**src/rtl/uart_rx_fsm_if.sv**
```systemverilog
// Handshake bundle between the UART receive frame controller and the
// per-bit helper blocks (sampler, start/parity/stop checkers, deserializer).
// The controller is the slave side: it consumes line/checker results and
// produces counters, enables and frame-status pulses.
interface uart_rx_fsm_if #(
    parameter int Prescale_width = 6
);
    logic                      rx_in;
    logic [Prescale_width-1:0] Prescale;
    logic                      par_en;
    logic                      strt_glitch;
    logic                      par_err;
    logic                      stp_err;

    logic [Prescale_width-1:0] edge_cnt;
    logic [3:0]                bit_cnt;
    logic                      dat_samp_en;
    logic                      strt_chk_en;
    logic                      deser_en;
    logic                      par_chk_en;
    logic                      stp_chk_en;
    logic                      data_valid;
    logic                      frame_err;
    logic                      busy;

    modport master (
        output rx_in, Prescale, par_en, strt_glitch, par_err, stp_err,
        input  edge_cnt, bit_cnt, dat_samp_en, strt_chk_en, deser_en,
               par_chk_en, stp_chk_en, data_valid, frame_err, busy
    );

    modport slave (
        input  rx_in, Prescale, par_en, strt_glitch, par_err, stp_err,
        output edge_cnt, bit_cnt, dat_samp_en, strt_chk_en, deser_en,
               par_chk_en, stp_chk_en, data_valid, frame_err, busy
    );
endinterface

```
**src/rtl/uart_rx_fsm.sv**
```systemverilog
// UART receive frame controller. Waits for the start edge, walks the frame
// through START, DATA, optional PARITY and STOP one oversampled bit at a time,
// and reports each frame with a single data_valid or frame_err pulse.
module uart_rx_fsm #(
    parameter int Prescale_width = 6,
    parameter int Data_width     = 8
) (
    input logic          clk,
    input logic          reset,
    uart_rx_fsm_if.slave bus
);
    typedef enum logic [2:0] {
        IDLE   = 3'd0,
        START  = 3'd1,
        DATA   = 3'd2,
        PARITY = 3'd3,
        STOP   = 3'd4
    } state_t;

    // Shorter bit periods leave no room for mid-bit sampling, so they are raised.
    localparam logic [Prescale_width-1:0] MIN_PRESCALE = Prescale_width'(4);
    localparam logic [3:0]                LAST_BIT     = 4'(Data_width - 1);

    state_t                    state_reg, state_next;
    logic [Prescale_width-1:0] edge_cnt_reg, edge_cnt_next;
    logic [3:0]                bit_cnt_reg, bit_cnt_next;
    logic [Prescale_width-1:0] prescale_l_reg, prescale_l_next;
    logic                      par_err_l_reg, par_err_l_next;
    logic                      data_valid_reg, data_valid_next;
    logic                      frame_err_reg, frame_err_next;

    logic [Prescale_width-1:0] prescale_clamped;
    logic [Prescale_width-1:0] last_edge;
    logic                      eob;
    logic                      deser_en_c;

    assign prescale_clamped = (bus.Prescale < MIN_PRESCALE) ? MIN_PRESCALE : bus.Prescale;
    assign last_edge        = prescale_l_reg - Prescale_width'(1);
    assign eob              = (edge_cnt_reg == last_edge);

    // State, counters, latches and status pulses are all registered here.
    always_ff @(posedge clk or posedge reset) begin
        if (reset) begin
            state_reg      <= IDLE;
            edge_cnt_reg   <= '0;
            bit_cnt_reg    <= '0;
            prescale_l_reg <= '0;
            par_err_l_reg  <= 1'b0;
            data_valid_reg <= 1'b0;
            frame_err_reg  <= 1'b0;
        end else begin
            state_reg      <= state_next;
            edge_cnt_reg   <= edge_cnt_next;
            bit_cnt_reg    <= bit_cnt_next;
            prescale_l_reg <= prescale_l_next;
            par_err_l_reg  <= par_err_l_next;
            data_valid_reg <= data_valid_next;
            frame_err_reg  <= frame_err_next;
        end
    end

    // Next-state, counter updates and the end-of-bit deserializer strobe.
    always_comb begin
        state_next      = state_reg;
        bit_cnt_next    = bit_cnt_reg;
        prescale_l_next = prescale_l_reg;
        par_err_l_next  = par_err_l_reg;
        data_valid_next = 1'b0;
        frame_err_next  = 1'b0;
        deser_en_c      = 1'b0;

        // Free-running within a frame; every state boundary lands on a wrap.
        if (state_reg == IDLE || eob) begin
            edge_cnt_next = '0;
        end else begin
            edge_cnt_next = edge_cnt_reg + Prescale_width'(1);
        end

        case (state_reg)
            IDLE: begin
                if (!bus.rx_in) begin
                    state_next      = START;
                    prescale_l_next = prescale_clamped;
                    par_err_l_next  = 1'b0;
                end
            end
            START: begin
                if (eob) begin
                    if (bus.strt_glitch) begin
                        state_next = IDLE;
                    end else begin
                        state_next   = DATA;
                        bit_cnt_next = '0;
                    end
                end
            end
            DATA: begin
                if (eob) begin
                    deser_en_c = 1'b1;
                    if (bit_cnt_reg == LAST_BIT) begin
                        bit_cnt_next = '0;
                        state_next   = bus.par_en ? PARITY : STOP;
                    end else begin
                        bit_cnt_next = bit_cnt_reg + 4'd1;
                    end
                end
            end
            PARITY: begin
                if (eob) begin
                    par_err_l_next = bus.par_err;
                    state_next     = STOP;
                end
            end
            STOP: begin
                if (eob) begin
                    state_next = IDLE;
                    if (bus.stp_err || par_err_l_reg) begin
                        frame_err_next = 1'b1;
                    end else begin
                        data_valid_next = 1'b1;
                    end
                end
            end
            default: begin
                state_next = IDLE;
            end
        endcase
    end

    // Enables come straight from the registered state so they never glitch.
    assign bus.edge_cnt    = edge_cnt_reg;
    assign bus.bit_cnt     = bit_cnt_reg;
    assign bus.busy        = (state_reg != IDLE);
    assign bus.dat_samp_en = (state_reg != IDLE);
    assign bus.strt_chk_en = (state_reg == START);
    assign bus.par_chk_en  = (state_reg == PARITY);
    assign bus.stp_chk_en  = (state_reg == STOP);
    assign bus.deser_en    = deser_en_c;
    assign bus.data_valid  = data_valid_reg;
    assign bus.frame_err   = frame_err_reg;
endmodule

```
**src/flat_wrapper.sv**
```systemverilog
// flat-port wrapper written by rule: the top's interface ports become plain ports
module uart_rx_fsm_flat 
#(
    parameter int Prescale_width = 6,
    parameter int Data_width     = 8
)
  (clk, reset, bus_rx_in, bus_Prescale, bus_par_en, bus_strt_glitch, bus_par_err, bus_stp_err, bus_edge_cnt, bus_bit_cnt, bus_dat_samp_en, bus_strt_chk_en, bus_deser_en, bus_par_chk_en, bus_stp_chk_en, bus_data_valid, bus_frame_err, bus_busy);
  uart_rx_fsm_if #(.Prescale_width(Prescale_width)) bus_i ();
  input logic clk;
  input logic reset;
  input wire logic [$bits(bus_i.rx_in)-1:0] bus_rx_in;
  input wire logic [$bits(bus_i.Prescale)-1:0] bus_Prescale;
  input wire logic [$bits(bus_i.par_en)-1:0] bus_par_en;
  input wire logic [$bits(bus_i.strt_glitch)-1:0] bus_strt_glitch;
  input wire logic [$bits(bus_i.par_err)-1:0] bus_par_err;
  input wire logic [$bits(bus_i.stp_err)-1:0] bus_stp_err;
  output wire logic [$bits(bus_i.edge_cnt)-1:0] bus_edge_cnt;
  output wire logic [$bits(bus_i.bit_cnt)-1:0] bus_bit_cnt;
  output wire logic [$bits(bus_i.dat_samp_en)-1:0] bus_dat_samp_en;
  output wire logic [$bits(bus_i.strt_chk_en)-1:0] bus_strt_chk_en;
  output wire logic [$bits(bus_i.deser_en)-1:0] bus_deser_en;
  output wire logic [$bits(bus_i.par_chk_en)-1:0] bus_par_chk_en;
  output wire logic [$bits(bus_i.stp_chk_en)-1:0] bus_stp_chk_en;
  output wire logic [$bits(bus_i.data_valid)-1:0] bus_data_valid;
  output wire logic [$bits(bus_i.frame_err)-1:0] bus_frame_err;
  output wire logic [$bits(bus_i.busy)-1:0] bus_busy;
  assign bus_i.rx_in = bus_rx_in;
  assign bus_i.Prescale = bus_Prescale;
  assign bus_i.par_en = bus_par_en;
  assign bus_i.strt_glitch = bus_strt_glitch;
  assign bus_i.par_err = bus_par_err;
  assign bus_i.stp_err = bus_stp_err;
  assign bus_edge_cnt = bus_i.edge_cnt;
  assign bus_bit_cnt = bus_i.bit_cnt;
  assign bus_dat_samp_en = bus_i.dat_samp_en;
  assign bus_strt_chk_en = bus_i.strt_chk_en;
  assign bus_deser_en = bus_i.deser_en;
  assign bus_par_chk_en = bus_i.par_chk_en;
  assign bus_stp_chk_en = bus_i.stp_chk_en;
  assign bus_data_valid = bus_i.data_valid;
  assign bus_frame_err = bus_i.frame_err;
  assign bus_busy = bus_i.busy;
  uart_rx_fsm #(.Prescale_width(Prescale_width), .Data_width(Data_width)) u_core (.clk(clk), .reset(reset), .bus(bus_i));
endmodule
```
**config.mk**
```make
export PLATFORM = sky130hd
export DESIGN_NAME = uart_rx_fsm_flat
export DESIGN_NICKNAME = d
export VERILOG_FILES = /design/src/rtl/uart_rx_fsm_if.sv /design/src/rtl/uart_rx_fsm.sv /design/src/flat_wrapper.sv
export SDC_FILE = /design/constraint.sdc
export NUM_CORES = 1
export LEC_CHECK = 0
export CAP_MARGIN = 20
export CORE_MARGIN = 1
export CORE_UTILIZATION = 45
export CTS_CLUSTER_SIZE = 30
export DETAILED_ROUTE_END_ITERATION = 12
export PLACE_DENSITY_LB_ADDON = 0.08
export SYNTH_ARGS = -nofsm -noshare
export SYNTH_HDL_FRONTEND = slang
export SYNTH_SLANG_ARGS = --single-unit
```
**constraint.sdc**
```tcl
create_clock -name clk -period 5.3 [get_ports clk]
set_clock_uncertainty 0.2 [all_clocks]
set_input_delay 1.59 -clock clk [delete_from_list [all_inputs] [get_ports clk]]
set_output_delay 1.59 -clock clk [all_outputs]
set_load 0.01 [all_outputs]
```
# Word level (Yosys, flattened, before mapping)
# Cells that the tools add are included.
[word_totals]
ff_bits = 22
in_bits = 13
out_inout_bits = 18
word_cells = 62
[op_classes]
addsub = 3
n_lt_le_gt_ge = 1
eq_ne = 13
n_mux = 27
bitwise = 1
n_reduce_logical = 10
[op_table]
columns = ["op", "n"]
rows = [
  ["$mux W3", 7],
  ["$mux W4", 4],
  ["$pmux W3 S5", 1],
  ["$mux W6", 2],
  ["$mux W1", 10],
  ["$ne A2 B1 Y1 const B", 5],
  ["$pmux W4 S2", 1],
  ["$add A6 B1 Y6 const B", 1],
  ["$eq A3 B2 Y1 const B", 2],
  ["$eq A6 B6 Y1", 1],
  ["$lt A6 B3 Y1 const B", 1],
  ["$reduce_and A6 Y1", 1],
  ["$sub A6 B1 Y6 const B", 1],
  ["$add A4 B1 Y4 const B", 1],
  ["$eq A4 B3 Y1 const B", 1],
  ["$ne A2 B2 Y1 const B", 2],
  ["$reduce_and A4 Y1", 1],
  ["$reduce_bool A2 Y1", 2],
  ["$eq A3 B1 Y1 const B", 1],
  ["$eq A3 B3 Y1 const B", 1],
  ["$logic_not A3 Y1", 1],
  ["$reduce_and A3 Y1", 1],
  ["$reduce_bool A3 Y1", 1],
  ["$logic_or A1 B1 Y1", 2],
  ["4 further kinds", 4],
]

# Longest topological paths before layout
[depth]
ltp_word = 4
depth_mapped = 8
ltp_nobuf = 7

# Least setup slack after synthesis
# OpenSTA, ideal clock, no wires.
[synth_timing]
kind = "reg-to-output"
from = "reg u_core.prescale_l_reg[0]"
to = "out bus_deser_en"
arrival_ns = 1.831
t_required_ns = 3.510
path_slack_ns = 1.679
path_stages_with_launch = 9
n_path_buf = 1
path_cell_list = "dfrtp_1 > inv_1 > ha_1 > o21ba_1 > a221oi_2 > a41oi_2 > or2_1 > buf_6 > nor2_1"
[synth_via]
elab_chain_cells = 4
[synth_lines]
columns = ["item", "line", "source"]
rows = [
  ["start, declared", "uart_rx_fsm.sv:27", "logic [Prescale_width-1:0] prescale_l_reg, prescale_l_next;"],
  ["start signal, assigned", "uart_rx_fsm.sv:55", "prescale_l_reg <= prescale_l_next;"],
  ["$sub A6 B1 Y6", "uart_rx_fsm.sv:38", "assign last_edge = prescale_l_reg - Prescale_width'(1);"],
  ["$eq A6 B6 Y1", "uart_rx_fsm.sv:39", "assign eob = (edge_cnt_reg == last_edge);"],
  ["$mux W1", "uart_rx_fsm.sv:98", "if (eob) begin"],
  ["$mux W1", "uart_rx_fsm.sv:79", "case (state_reg)"],
  ["end, declared", "flat_wrapper.sv:21", "output wire logic [$bits(bus_i.deser_en)-1:0] bus_deser_en;"],
]
# No other way between the ends.

# Worst setup path in the final report
# Same ends and word-level chain as after synthesis.

==> flow_summary_export.csv <==
group,metric,value,unit
logic_synthesis,synth_area,1250,um2
floorplan,rows,18,
floorplan,die_area,3000,um2
grt,grt.overflow.total,0,
sta,drv_slew,0,
grt,grt_max_degree,23,
power,combPwrFrac,0.509,
worst_setup_path,path_max_fanout,8,
logic_synthesis,synthFlopType,"dfrtp_1",
power,leakage,0.667,nW
clocking,cts_root_buf,"clkbuf_4",
sta,max_slew_margin,0.437,
sta,hold_violations,0,
route,num_vias,1000,
placement,numPortBuffers,30,
logic_synthesis,synth_common_cells,"dfrtp_1 (22), inv_1 (11), nor2_1 (9), nor3_1 (9), nand3_1 (8)",
floorplan,fp.dieH,54.7,um
route,drt_iter0_markers,14,
logic_synthesis,synth_warnings,0,
power,clkPwrFrac,0.144,
sta,setup_tns,0,ps
route,routed_wl,2610,um
grt,antenna_found_initial,0,
sta,setup_violations,0,
clocking,cts_tree,"built",
sta,finalCritPeriodShare,0.865,
clocking,cts_resized,0,
layout,post-route-util,0.631,
outcome,status,"completed",
route,via_per_inst,5.43,
grt,grtUsageTotal,0.202,
floorplan,initial_core_util,0.492,
worst_setup_path,cp.required,3510,ps
sta,fmax,0.218,GHz
worst_setup_path,end_kind,"primary output",
clocking,cts-hold-fix-buffers,0,
logic_synthesis,yosysSeqAreaShare,0.440,
logic_synthesis,synth_edf_count,0,
placement,hpwl,1900,um
worst_setup_path,critPathKind,"reg -> out",
clocking,clkLatencyLatePin,320,ps
layout,nets,171,
clocking,htreeDepth,1,
clocking,clockBufferDepth,2,
power,power_switching_share,0.404,
clocking,clk_pin_slew_worst_paths,130,ps
min_path,hold_class,"reg -> reg",
power,intPower,0.549,mW
logic_synthesis,syn_avg_cell_area,10.1,um2
sta,rsz0062_at_grt,"no",
logic_synthesis,synth_seq_cells,22,
layout,area_growth_syn_to_layout,28.4,%
logic_synthesis,yosysMostFrequentCell,"dfrtp_1",
flow_run,maxCapViolCount,0,
placement,gp_congestion,0.807,
logic_synthesis,synthCells,124,
route,final_antenna_net_count,0,
power,ir_drop,0.000386,V
worst_setup_path,worstPathArrival,2790,ps
power,power_frac_seq,0.346,
sta,tightest_slew,843,ps
logic_synthesis,ys_top_cells_by_area,"dfrtp_1 (44%), xnor2_1 (4.9%), nor3_1 (3.6%)",
grt,grt_pass1_vias,963,
power,p_per_area,573,nW/um2
logic_synthesis,synth_top_area_frac,0.440,
logic_synthesis,synth_nets,140,
clocking,clock-sinks,22,
logic_synthesis,synth_top_area_cell,"dfrtp_1",
floorplan,io_pins,31,
worst_setup_path,startpoint_type,"register",
route,first_pass_iters,4,
grt,grt_pass1_wl,4330,um
clocking,cts_buffers,3,
layout,drive_above_1_share,0.0974,
floorplan,coreArea,2540,um2
route,wl_per_cell,14.2,um
sta,min_period,4580,ps
layout,num_antenna_cells,0,
logic_synthesis,ys_async_sr_fraction,1.00,
power,power.switching,0.371,mW
route,drc_errors,0,
logic_synthesis,synth.distinct_cells,41,
floorplan,die_x,54.7,um
clocking,post_cts_buffers,0,
worst max-delay path: stages (launching register included):
cell and delay (ps):
dfrtp_1 440, inv_1 80, ha_1 260, o21ba_1 200, a221oi_2 290, a41oi_2 120
or2_1 410, nor2_1 140, clkdlybuf4s50_1 540
metal layers:
metal / vias up / wire length [um] / GRT usage
met2: 28 / 1180 / 0.315
li1: 497 / - / -
met3: 4 / 99 / 0.0306
met5: - / 0 / 0
met1: 471 / 1300 / 0.280
met4: 0 / 27 / 0.0726
power by group through the flow:
stage	combinational (mW)	sequential (mW)	clock, mW
finish	0.469	0.318	0.133
global route	0.521	0.331	0.140
CTS	0.469	0.319	0.136
detailed placement	0.464	0.322	0
global placement	0.456	0.317	0
floorplan	0.333	0.309	0
per-stage QoR:
stage / power (mW) / hold slack, ps / worst slack [ps] / instance area (um2) / instances
floorplan: 0.641 / 302 / 1680 / 1250 / 124
global placement: 0.772 / 315 / 1170 / 1550 / 180
detailed placement: 0.786 / 320 / 1100 / 1550 / 180
CTS: 0.923 / 351 / 727 / 1610 / 184
global route: 0.992 / 366 / 582 / 1610 / 184
finish: 0.920 / 345 / 718 / 1610 / 184
kinds of logic (layout without fill, tap and decap cells):
logic type	after synthesis	in the layout	share of synthesized area
AO/OA/AOI/OAI	17	17	0.110
XOR/XNOR	11	11	0.0770
adder cells (fa/ha/maj)	3	3	0.0300
buffers and inverters	15	45	0.0610
flip-flops	22	22	0.440
multiplexers	5	5	0.0440
AND/OR/NAND/NOR	51	51	0.238
cells in the final DEF, fill, tap and decap left out, types with 4 or more instances in the layout:
cell,netlist,layout
nor2b_1,4,4
nand3_1,8,8
nor2_1,9,9
clkdlybuf4s50_1,0,30
xnor2_1,7,7
mux2_2,4,4
xor2_1,4,4
dfrtp_1,22,22
inv_1,11,11
nor3_1,9,9
final timing paths:
kind,startpoint,to,slack (ps),cells past startpoint
max in group asynchronous,reset,u_core.bus.edge_cnt[3]$_DFF_PP0_,2860,2
min in group asynchronous,reset,u_core.prescale_l_reg[4]$_DFFE_PP0P_,1520,2
hold / removal,u_core.prescale_l_reg[5]$_DFFE_PP0P_,u_core.prescale_l_reg[5]$_DFFE_PP0P_,340,1
hold reg to reg,u_core.prescale_l_reg[5]$_DFFE_PP0P_,u_core.prescale_l_reg[5]$_DFFE_PP0P_,340,1
setup reg to reg,u_core.state_reg[2]$_DFFE_PP0P_,u_core.prescale_l_reg[3]$_DFFE_PP0P_,2720,4
setup / recovery,u_core.prescale_l_reg[0]$_DFFE_PP0P_,bus_deser_en,720,8
area by class of cell:
cell class | count | area (um2)
Multi-Input combinational cell | 87 | 624
Clock buffer | 3 | 22.5
Clock inverter | 1 | 30.0
Timing Repair Buffer | 30 | 300
Fill cell | 219 | 938
Inverter | 11 | 41.3
Tap cell | 30 | 37.5
Sequential cell | 22 | 551
Note: power is estimated with default switching activity, not from simulation.
